[src/rtl/fp_minmax_reduce.sv]
// fp_minmax_reduce
//   Streaming DLFloat16 min/max reduction. Accepts a packet of operands over a
//   valid/ready stream and, once the last operand is taken, presents the extreme
//   value, its packet index and the element count until the result is consumed.
//   Ordering: sign first, then {exp,mant} as sign-magnitude. No NaN/Inf handling.
//
// Configuration macro:
//   FP_REDUCE_NEG_ZERO_EQ_EN  when defined, +0 and -0 compare equal (earlier kept);
//                             otherwise -0 orders below +0.
//
// Ports:
//   clk, rst     clock, synchronous active-high reset
//   mode         0 = min, 1 = max; taken with the first beat of a packet
//   in_data      DLFloat16 operand {s, exp[5:0], mant[8:0]}
//   in_valid     operand valid
//   in_last      final operand of the packet
//   in_ready     engine can accept an operand
//   out_data     reduced value
//   out_idx      packet index of out_data (wraps with the count)
//   out_count    elements accepted, modulo 2**IDX_W
//   out_ovf      packet held more than 2**IDX_W elements
//   out_valid    result valid
//   out_ready    downstream accepts result
module fp_minmax_reduce #(
  parameter int unsigned IDX_W = 8
) (
  input  logic             clk,
  input  logic             rst,
  input  logic             mode,
  input  logic [15:0]      in_data,
  input  logic             in_valid,
  input  logic             in_last,
  output logic             in_ready,
  output logic [15:0]      out_data,
  output logic [IDX_W-1:0] out_idx,
  output logic [IDX_W-1:0] out_count,
  output logic             out_ovf,
  output logic             out_valid,
  input  logic             out_ready
);

  typedef enum logic [1:0] {
    StIdle,
    StAccum,
    StHold
  } state_e;

  state_e           state_q, state_d;
  logic             mode_q, mode_d;
  logic [15:0]      best_q, best_d;
  logic [IDX_W-1:0] bidx_q, bidx_d;
  logic [IDX_W-1:0] cnt_q, cnt_d;
  logic             ovf_q, ovf_d;

  // Result registers are separate from the working set so the previous result
  // stays visible while the next packet accumulates.
  logic [15:0]      res_data_q, res_data_d;
  logic [IDX_W-1:0] res_idx_q, res_idx_d;
  logic [IDX_W-1:0] res_cnt_q, res_cnt_d;
  logic             res_ovf_q, res_ovf_d;

  logic in_beat, out_beat, load_res, replace;

  // Strict "a < b" under the FPU compare ordering.
  function automatic logic fp_less(input logic [15:0] a, input logic [15:0] b);
    logic lt;
    if (a[15] != b[15]) begin
      lt = a[15];
    end else if (a[15]) begin
      lt = a[14:0] > b[14:0];
    end else begin
      lt = a[14:0] < b[14:0];
    end
`ifdef FP_REDUCE_NEG_ZERO_EQ_EN
    if ((a[14:0] == 15'd0) && (b[14:0] == 15'd0)) begin
      lt = 1'b0;
    end
`endif
    return lt;
  endfunction

  assign in_ready  = (state_q != StHold);
  assign out_valid = (state_q == StHold);
  assign in_beat   = in_valid && in_ready;
  assign out_beat  = out_valid && out_ready;

  assign out_data  = res_data_q;
  assign out_idx   = res_idx_q;
  assign out_count = res_cnt_q;
  assign out_ovf   = res_ovf_q;

  always_comb begin
    state_d    = state_q;
    mode_d     = mode_q;
    best_d     = best_q;
    bidx_d     = bidx_q;
    cnt_d      = cnt_q;
    ovf_d      = ovf_q;
    res_data_d = res_data_q;
    res_idx_d  = res_idx_q;
    res_cnt_d  = res_cnt_q;
    res_ovf_d  = res_ovf_q;
    load_res   = 1'b0;
    replace    = mode_q ? fp_less(best_q, in_data) : fp_less(in_data, best_q);

    unique case (state_q)
      StIdle: begin
        if (in_beat) begin
          mode_d   = mode;
          best_d   = in_data;
          bidx_d   = '0;
          cnt_d    = IDX_W'(1);
          ovf_d    = 1'b0;
          load_res = in_last;
          state_d  = in_last ? StHold : StAccum;
        end
      end
      StAccum: begin
        if (in_beat) begin
          if (replace) begin
            best_d = in_data;
            bidx_d = cnt_q;
          end
          cnt_d    = cnt_q + IDX_W'(1);
          // A zero count here means 2**IDX_W elements were already taken.
          ovf_d    = ovf_q | (cnt_q == '0);
          load_res = in_last;
          if (in_last) begin
            state_d = StHold;
          end
        end
      end
      StHold: begin
        if (out_beat) begin
          state_d = StIdle;
        end
      end
      default: state_d = StIdle;
    endcase

    if (load_res) begin
      res_data_d = best_d;
      res_idx_d  = bidx_d;
      res_cnt_d  = cnt_d;
      res_ovf_d  = ovf_d;
    end
  end

  always_ff @(posedge clk) begin
    if (rst) begin
      state_q    <= StIdle;
      mode_q     <= 1'b0;
      best_q     <= '0;
      bidx_q     <= '0;
      cnt_q      <= '0;
      ovf_q      <= 1'b0;
      res_data_q <= '0;
      res_idx_q  <= '0;
      res_cnt_q  <= '0;
      res_ovf_q  <= 1'b0;
    end else begin
      state_q    <= state_d;
      mode_q     <= mode_d;
      best_q     <= best_d;
      bidx_q     <= bidx_d;
      cnt_q      <= cnt_d;
      ovf_q      <= ovf_d;
      res_data_q <= res_data_d;
      res_idx_q  <= res_idx_d;
      res_cnt_q  <= res_cnt_d;
      res_ovf_q  <= res_ovf_d;
    end
  end

endmodule

[config.mk]
export PLATFORM = sky130hd
export DESIGN_NAME = fp_minmax_reduce
export DESIGN_NICKNAME = d
export VERILOG_FILES = /design/src/rtl/fp_minmax_reduce.sv
export SDC_FILE = /design/constraint.sdc
export NUM_CORES = 1
export LEC_CHECK = 0
export CORE_MARGIN = 1.5
export CORE_UTILIZATION = 47
export DETAILED_ROUTE_END_ITERATION = 10
export GPL_ROUTABILITY_DRIVEN = 0
export PLACE_DENSITY_LB_ADDON = 0.05
export SYNTH_ARGS = -nofsm -noshare
export SYNTH_HDL_FRONTEND = slang
export SYNTH_SLANG_ARGS = --single-unit
[constraint.sdc]
create_clock -name clk -period 3.34 [get_ports clk]
set_clock_uncertainty 0.05 [all_clocks]
set_input_delay 1.002 -clock clk [delete_from_list [all_inputs] [get_ports clk]]
set_output_delay 1.002 -clock clk [all_outputs]
set_load 0.02 [all_outputs]
### After elaboration in Yosys (flattened, before gate mapping)

Cells that the tools add are included.

| storage, ports and cells | value |
|---|---|
| word-level logic and storage cells | 59 |
| input bits | 22 |
| bits in registers | 69 |
| output and inout port bits | 35 |

| cells by class | value |
|---|---|
| reductions and logical operators | 7 |
| add/sub/neg operators | 1 |
| multiplexer cells | 27 |
| eq/ne operators | 9 |
| bitwise logic cells | 1 |
| $lt $le $gt $ge | 4 |

Operators by type and width:

| kind | number |
|---|---|
| $mux 16 | 3 |
| $mux 8 | 5 |
| $pmux 16 s2 | 1 |
| $pmux 8 s2 | 2 |
| $gt 15x15->1 | 2 |
| $lt 15x15->1 | 2 |
| $mux 2 | 5 |
| $mux 1 | 9 |
| $add 8x1->8 const B | 1 |
| $logic_not 8->1 | 1 |
| $ne 2x2->1 const B | 4 |
| $pmux 2 s3 | 1 |
| $reduce_and 4->1 | 1 |
| $eq 2x1->1 const B | 1 |
| $eq 2x2->1 const B | 1 |
| $logic_and 1x1->1 | 2 |
| $logic_not 2->1 | 1 |
| $ne 1x1->1 | 2 |
| $ne 2x1->1 const B | 1 |
| $pmux 1 s2 | 1 |
| $reduce_and 2->1 | 1 |
| $reduce_or 2->1 | 1 |
| $or 1x1->1 | 1 |

### Longest topological paths before layout

Gate-level depths: netlist of the first run.

| depth | value |
|---|---|
| word-level depth | 7 |
| depth in mapped cells | 11 |
| depth with buffers taken out | 10 |

### Worst setup path before layout of the first run

Ideal clock, no wire load.

| timing path | value |
|---|---|
| path kind | input-to-reg |
| start | input in_data[4] |
| end | register res_idx_q[0], in the netlist out_idx[0] |
| path buffers | 0 |
| required time | 3.210 ns |
| data arrival time | 3.065 ns |
| stages | 9 |
| slack | 0.145 ns |
| library setup time | 0.080 ns |
| cell sequence | ha_1 > a211oi_2 > nor2_1 > o31ai_2 > o2111ai_2 > mux2i_1 > mux2i_1 > mux2_2 > a211oi_2 |

| on the way | value |
|---|---|
| longest elaborated chain between the ends | 7 |
| elaborated cells on any way between the ends | 12 |
| classes of those cells | 4 x order compare; 8 x mux |

RTL lines:

| item | RTL line | RTL |
|---|---|---|
| start, declared | 30 | `input logic [15:0] in_data,` |
| $lt 15x15->1 / $gt 15x15->1 (equally long branches) | 72, 70 |  |
| $mux 1 | 69 | `end else if (a[15]) begin` |
| $mux 1 | 67 | `if (a[15] != b[15]) begin` |
| $mux 1 (*) | 104 | `replace = mode_q ? fp_less(best_q, in_data) : fp_less(in_data, best_q);` |
| $mux 8 (*) | 120 | `if (replace) begin` |
| $mux 8 (*) | 119 | `if (in_beat) begin` |
| $pmux 8 s2 (*) | 106 | `unique case (state_q)` |
| end signal, assigned | 169 | `res_idx_q <= res_idx_d;` |
| end, declared | 58 | `logic [IDX_W-1:0] res_idx_q, res_idx_d;` |

Mark *: on every way between the ends. The rest lies on a longest branch, timed or not.
A chain may end at the register's enable or synchronous reset.

### Worst setup path in the final report of the first run

| timing path | value |
|---|---|
| start | input in_data[4] |
| end | register res_idx_q[3], in the netlist out_idx[3] |

Same word-level chain as after synthesis.

==> results of run 1 <==
[worst min-delay path: stages (launching register included)]
cell,delay (ns)
dfxtp_1,0.31
nand2_1,0.05
a21oi_1,0.05
[metrics by stage]
stage,std cells,worst slack [ns]
final,511,0.150
after global routing,511,0.0106
after CTS,510,0.00105
after detailed placement,494,-0.465
after global placement,494,-0.453
after floorplan,360,0.145
[power groups by stage]
stage	registers (W)	logic, W	clock network [W]
6_report	0.000894	0.000421	0.000743
5_1_grt	0.000901	0.000462	0.000792
4_1_cts	0.000893	0.000382	0.000755
3_5_place_dp	0.000911	0.000375	0
3_3_place_gp	0.000910	0.000371	0
2_1_floorplan	0.000938	0.000192	0
[placed cells by master, fill, tap and decap left out, drive strengths merged, types with 3 or more instances in the layout]
master / netlist / routed
nand2b: 4 / 4
nand2: 29 / 29
and2: 4 / 4
buf: 3 / 25
a21oi: 22 / 22
dfxtp: 69 / 69
clkbuf: 19 / 9
nand3: 11 / 11
nand4: 5 / 5
mux2i: 21 / 21
nor2: 70 / 70
dlymetal6s2s: 0 / 13
clkdlybuf4s50: 0 / 40
ha: 18 / 18
clkinv: 0 / 3
inv: 20 / 20
mux2: 5 / 5
a211oi: 32 / 32
o21ai: 6 / 6
[cells by family after synthesis]
group / synth area share, %
muxes: 8.44
buffers and inverters: 5.27
DFF: 43.7
AOI/OAI and AO/OA: 16.0
and+or+nand+nor: 19.2
xor gates and xnor gates: 0.277
adders and majority gates: 7.13
[state kept, by name, summed over array words and instances (netlist names)]
name,count
best_q,16
out_data,16
bidx_q,8
cnt_q,8
out_count,8
out_idx,8
state_q,2
mode_q,1
out_ovf,1
ovf_q,1
[path summary, 6_finish.rpt]
path                              to  slack [ns]
max          out_idx[3]$_SDFFE_PP0P_        0.15
min             bidx_q[0]$_SDFF_PP0_        0.41
max reg2reg  out_idx[3]$_SDFFE_PP0P_        0.64
min reg2reg     bidx_q[0]$_SDFF_PP0_        0.41
[metal layers]
| layer | GRT usage, % | wire length (um) | vias up |
|---|---|---|---|
| met5 | 0 | 0 | - |
| li1 | - | - | 1381 |
| met4 | 7.60 | 93 | 0 |
| met3 | 3.89 | 262 | 9 |
| met1 | 29.7 | 3710 | 1257 |
| met2 | 30.8 | 3210 | 47 |
[area by class of cell]
type	count	share of cell area (%)
tap	77	2.19
clock buffer	9	2.82
clock inverter	7	2.05
inverter	20	1.71
multi-input combinational	249	41.8
timing repair buffer	80	18.0
sequential	69	31.4
[what timing repair did]
item | 4_1_cts | 5_1_grt
resized for setup | 7 | 42
pin swaps | 8 | 24
hold buffers | 0 | 0
setup buffers | 0 | 1
endpoints found under the setup margin | 26 | 46
==> flow_metrics.py, run 1 <==
metrics = {
    "critical_path": {
        "crit_path_max_incr_delay_ns": 0.35,
        "cp.required_ns": 3.55,
        "worstReg2RegStart": "best_q[4]$_SDFF_PP0_",
        "cp-startpoint": "in_data[4]",
        "worstSetupStartpointType": "primary input",
        "critPathArrivalTime_ns": 3.40,
        "critPathCaptureType": "flip-flop",
        "reg2reg_depth": 11,
        "cp_slowest_cell": "mux2_2",
        "worst-path-stages": 11,
        "crit_family": "compound AO/OA/AOI/OAI gates",
        "worstSetupPathType": "in -> reg",
        "cp_max_fo": 4,
        "crit_chain": "dlygate4sd2_1 > ha_4 > a211oi_2 > nor2_1 > o31ai_2 > o2111ai_2 > mux2i_1 > mux2i_1 > buf_4 > mux2_2 > a211oi_2",
        "cp_num_buf_inv": 2,
    },
    "job": {
        "maxCapViolCount": 0,
    },
    "logic_synthesis": {
        "ys_top_cells_by_area": "dfxtp_1 (44%), nor2_1 (8.3%), ha_1 (7.1%)",
        "ys_ff_latch": 69,
        "synth_edf_count": 0,
        "syn-cell-area_mm2": 0.00316,
        "yosysSeqAreaShare_pct": 43.7,
        "synth_top_area_cell": "dfxtp_1",
        "yosysUniqueCellTypes": 41,
        "yosys_warnings": 0,
        "async_flop_share_pct": 0,
        "syn_inst": 360,
        "avgSynthCellArea_um2": 8.78,
        "synth_common_cells": "nor2_1 (70), dfxtp_1 (69), nand2_1 (29)",
        "synth.top_cell.area_share_pct": 43.7,
        "syn-num-nets": 400,
        "synth-main-ff-cell": "dfxtp_1",
        "yosysMostFrequentCell": "nor2_1",
    },
    "layout": {
        "multi_input_area_mm2": 0.00184,
        "num-fill-cells": 533,
        "finalCoreUtilization_pct": 68.5,
        "antenna_cells": 0,
        "stdcell_area_mm2": 0.00440,
        "syn_to_final_growth_pct": 39.2,
        "ff_latch_area_mm2": 0.00138,
        "layout.nets": 469,
        "drive_gt1_share_pct": 20.5,
    },
    "timing": {
        "fmax_mhz": 313,
        "setup_viol": 0,
        "fin_crit_sh_pct": 95.5,
        "finalHoldViolations": 0,
        "worst_pin_slew_ns": 0.741,
        "rsz0062_at_grt": "no",
        "setup_tns_ns": 0,
        "hold_ws_ns": 0.408,
        "period_needed_ns": 3.19,
        "maxSlewHeadroom_pct": 50.6,
        "maxSlewViolCount": 0,
    },
    "power_and_ir_drop": {
        "p_comb_share_pct": 20.4,
        "p_seq_share_pct": 43.4,
        "ir_worst_vdd_v": 0.000417,
        "p_int_w": 0.00149,
        "p_switching_w": 0.000573,
        "netSwitchingFraction_pct": 27.8,
        "total_power_w": 0.00206,
        "clockPowerShare_pct": 36.1,
        "cellPowerDensity_mw_per_mm2": 468,
        "p_leak_nw": 1.73,
    },
    "global_routing": {
        "gr-total-overflow": 0,
        "grt_pass1_vias": 2517,
        "grt_first_pass_wirelength_um": 11900,
        "grt_start_max_net_pins": 37,
        "track_usage_pct": 20.6,
        "antenna_found_initial": 0,
    },
    "clock_network": {
        "h-tree-depth": 3,
        "clkSlewWorstSetupHoldPaths_ns": 0.08,
        "insertion_delay_ns": 0.34,
        "root_buffer": "clkbuf_8",
        "clock_path_buffers": 2,
        "cts_inserted_buffers": 9,
        "clkSinkCount": 69,
        "cts_tree": "built",
    },
    "die": {
        "die_w_um": 85.0,
        "coreArea_mm2": 0.00642,
        "io_pins": 57,
        "dieArea_mm2": 0.00722,
        "rows": 29,
        "die_h_um": 85.0,
        "start_util_pct": 49.2,
    },
    "drt": {
        "drt_iter0_drc": 128,
        "postRouteAntennaNets": 0,
        "via_per_inst": 5.27,
        "drc_errors": 5,
        "via_count": 2694,
        "post_drt_wl_per_cell_um": 14.2,
        "routed_wl_um": 7280,
        "drt-pass1-iter-count": 7,
    },
    "status": {
        "violations": "design-rule violations",
        "status": "finished with violations",
    },
    "placement": {
        "io_buffer_count": 56,
        "detailed_place.area_mm2": 0.00392,
        "hpwl_um": 4890,
    },
    "worst_hold_path": {
        "hp-class": "reg -> reg",
        "hold_depth": 2,
        "hp-start": "bidx_q[0]$_SDFF_PP0_",
    },
}
Power figures use the tool's default switching activity.
==> inputs of run 2 (changes only) <==
MAX_ROUTING_LAYER = met4   (was unset)
==> run 2 against run 1 <==
  * The flow still finishes with violations (design-rule violations)
  * Fmax up 0.24%
  * Worst hold slack about the same
  * Clock-buffer cell count unchanged
  * Non-clock buffer count unchanged
  * Design area unchanged
  * Register-to-register slack about the same
  * First-iteration DRC count down 3.9%
  * Via count down 0.52%
  * Critical path type unchanged
  * Critical endpoint is now out_idx[6]$_SDFFE_PP0P_
  * Largest cell class unchanged
==> flow_metrics.py, run 2 (synthesis results as in run 1) <==
metrics = {
    "power_and_ir_drop": {
        "clockPowerShare_pct": 36.1,
        "p_comb_share_pct": 20.5,
        "p_leak_nw": 1.73,
        "p_int_w": 0.00149,
        "total_power_w": 0.00206,
        "p_seq_share_pct": 43.4,
        "ir_worst_vdd_v": 0.000418,
        "netSwitchingFraction_pct": 27.9,
        "cellPowerDensity_mw_per_mm2": 468,
        "p_switching_w": 0.000574,
    },
    "global_routing": {
        "grt_pass1_vias": 2520,
        "antenna_found_initial": 0,
        "track_usage_pct": 21.3,
        "gr-total-overflow": 0,
        "grt_first_pass_wirelength_um": 11800,
        "grt_start_max_net_pins": 37,
    },
    "die": {
        "dieArea_mm2": 0.00722,
        "rows": 29,
        "die_h_um": 85.0,
        "die_w_um": 85.0,
        "io_pins": 57,
        "coreArea_mm2": 0.00642,
        "start_util_pct": 49.2,
    },
    "critical_path": {
        "critPathArrivalTime_ns": 3.40,
        "cp_max_fo": 4,
        "worstSetupPathType": "in -> reg",
        "cp-startpoint": "in_data[4]",
        "worstSetupStartpointType": "primary input",
        "worstReg2RegStart": "best_q[4]$_SDFF_PP0_",
        "critPathCaptureType": "flip-flop",
        "cp.required_ns": 3.56,
    },
    "clock_network": {
        "insertion_delay_ns": 0.34,
        "clkSinkCount": 69,
        "cts_inserted_buffers": 9,
        "cts_tree": "built",
        "root_buffer": "clkbuf_8",
        "h-tree-depth": 3,
        "clkSlewWorstSetupHoldPaths_ns": 0.08,
        "clock_path_buffers": 2,
    },
    "drt": {
        "drc_errors": 5,
        "via_count": 2680,
        "drt-pass1-iter-count": 7,
        "drt_iter0_drc": 123,
        "post_drt_wl_per_cell_um": 14.3,
        "via_per_inst": 5.24,
        "routed_wl_um": 7290,
        "postRouteAntennaNets": 0,
    },
    "status": {
        "violations": "design-rule violations",
        "status": "finished with violations",
    },
    "timing": {
        "setup_viol": 0,
        "worst_pin_slew_ns": 0.735,
        "hold_ws_ns": 0.408,
        "rsz0062_at_grt": "no",
        "maxSlewViolCount": 0,
        "maxSlewHeadroom_pct": 51.0,
        "fmax_mhz": 314,
        "fin_crit_sh_pct": 95.3,
        "finalHoldViolations": 0,
        "period_needed_ns": 3.18,
    },
    "placement": {
        "io_buffer_count": 56,
        "hpwl_um": 4890,
    },
    "worst_hold_path": {
        "hp-class": "reg -> reg",
        "hp-start": "bidx_q[0]$_SDFF_PP0_",
    },
    "layout": {
        "layout_common_cells": "nor2_1 (69), dfxtp_1 (69), clkdlybuf4s50_1 (40), nand2_1 (28)",
        "drive_gt1_share_pct": 20.5,
        "antenna_cells": 0,
        "num-fill-cells": 533,
        "syn_to_final_growth_pct": 39.2,
        "layout.nets": 469,
    },
    "job": {
        "maxCapViolCount": 0,
    },
}
==> run 2: worst paths after layout <==
check                       endpoint  slack [ns]  cells after the start
max reg2reg  out_idx[6]$_SDFFE_PP0P_        0.65                     11
max          out_idx[6]$_SDFFE_PP0P_        0.16                     11
min             bidx_q[0]$_SDFF_PP0_        0.41                      2
min reg2reg     bidx_q[0]$_SDFF_PP0_        0.41                      2
==> run 2: power groups by stage <==
| stage | combinational [W] | clock (W) | sequential, W |
|---|---|---|---|
| finish | 0.000422 | 0.000744 | 0.000894 |
| global route | 0.000462 | 0.000794 | 0.000901 |
| CTS | 0.000382 | 0.000755 | 0.000893 |
| detailed placement | 0.000375 | 0 | 0.000911 |
| global placement | 0.000371 | 0 | 0.000910 |
| floorplan | 0.000192 | 0 | 0.000938 |
==> run 2: final cells by class <==
class                      count  area (um^2)  area share [%]
timing repair buffer          80          791            18.0
inverter                      20         75.1            1.71
sequential                    69         1380            31.4
clock buffer                   9          124            2.82
clock inverter                 7         90.1            2.05
multi-input combinational    249         1840            41.8
tap                           77         96.3            2.19
==> run 2: layer usage <==
metal	track usage, %	part of all wire, %
met2	30.8	44
met3	3.89	3.5
met4	7.60	1.3
met5	-	0
met1	29.7	51
==> run 2: worst max-delay path, cell delays in order <==
cell and delay (ns):
dlygate4sd2_1 0.27, ha_4 0.23, a211oi_2 0.22, nor2_1 0.08, o31ai_2 0.29, o2111ai_2 0.17, mux2i_1 0.22, mux2i_1 0.22
buf_4 0.17, mux2_2 0.36, a211oi_2 0.17
==> run 2: timing repair <==
action	4_1_cts	5_1_grt
hold buffers	0	0
setup endpoints to repair	26	46
buffers inserted	0	1
gates resized for setup	7	42
cloned	0	0
pin swaps	8	24
==> run 2: stage by stage <==
stage / setup TNS [ns] / instance area (um^2) / cells / utilization, % / setup WS (ns)
floorplan: 0 / 3160 / 360 / - / 0.145
global placement: -16.99 / 3920 / 494 / 61.0 / -0.453
detailed placement: -17.65 / 3920 / 494 / 61.0 / -0.465
CTS: 0 / 4170 / 510 / 64.9 / 0.00105
global route: 0 / 4400 / 511 / 68.5 / 0.0106
finish: 0 / 4400 / 511 / 68.5 / 0.157
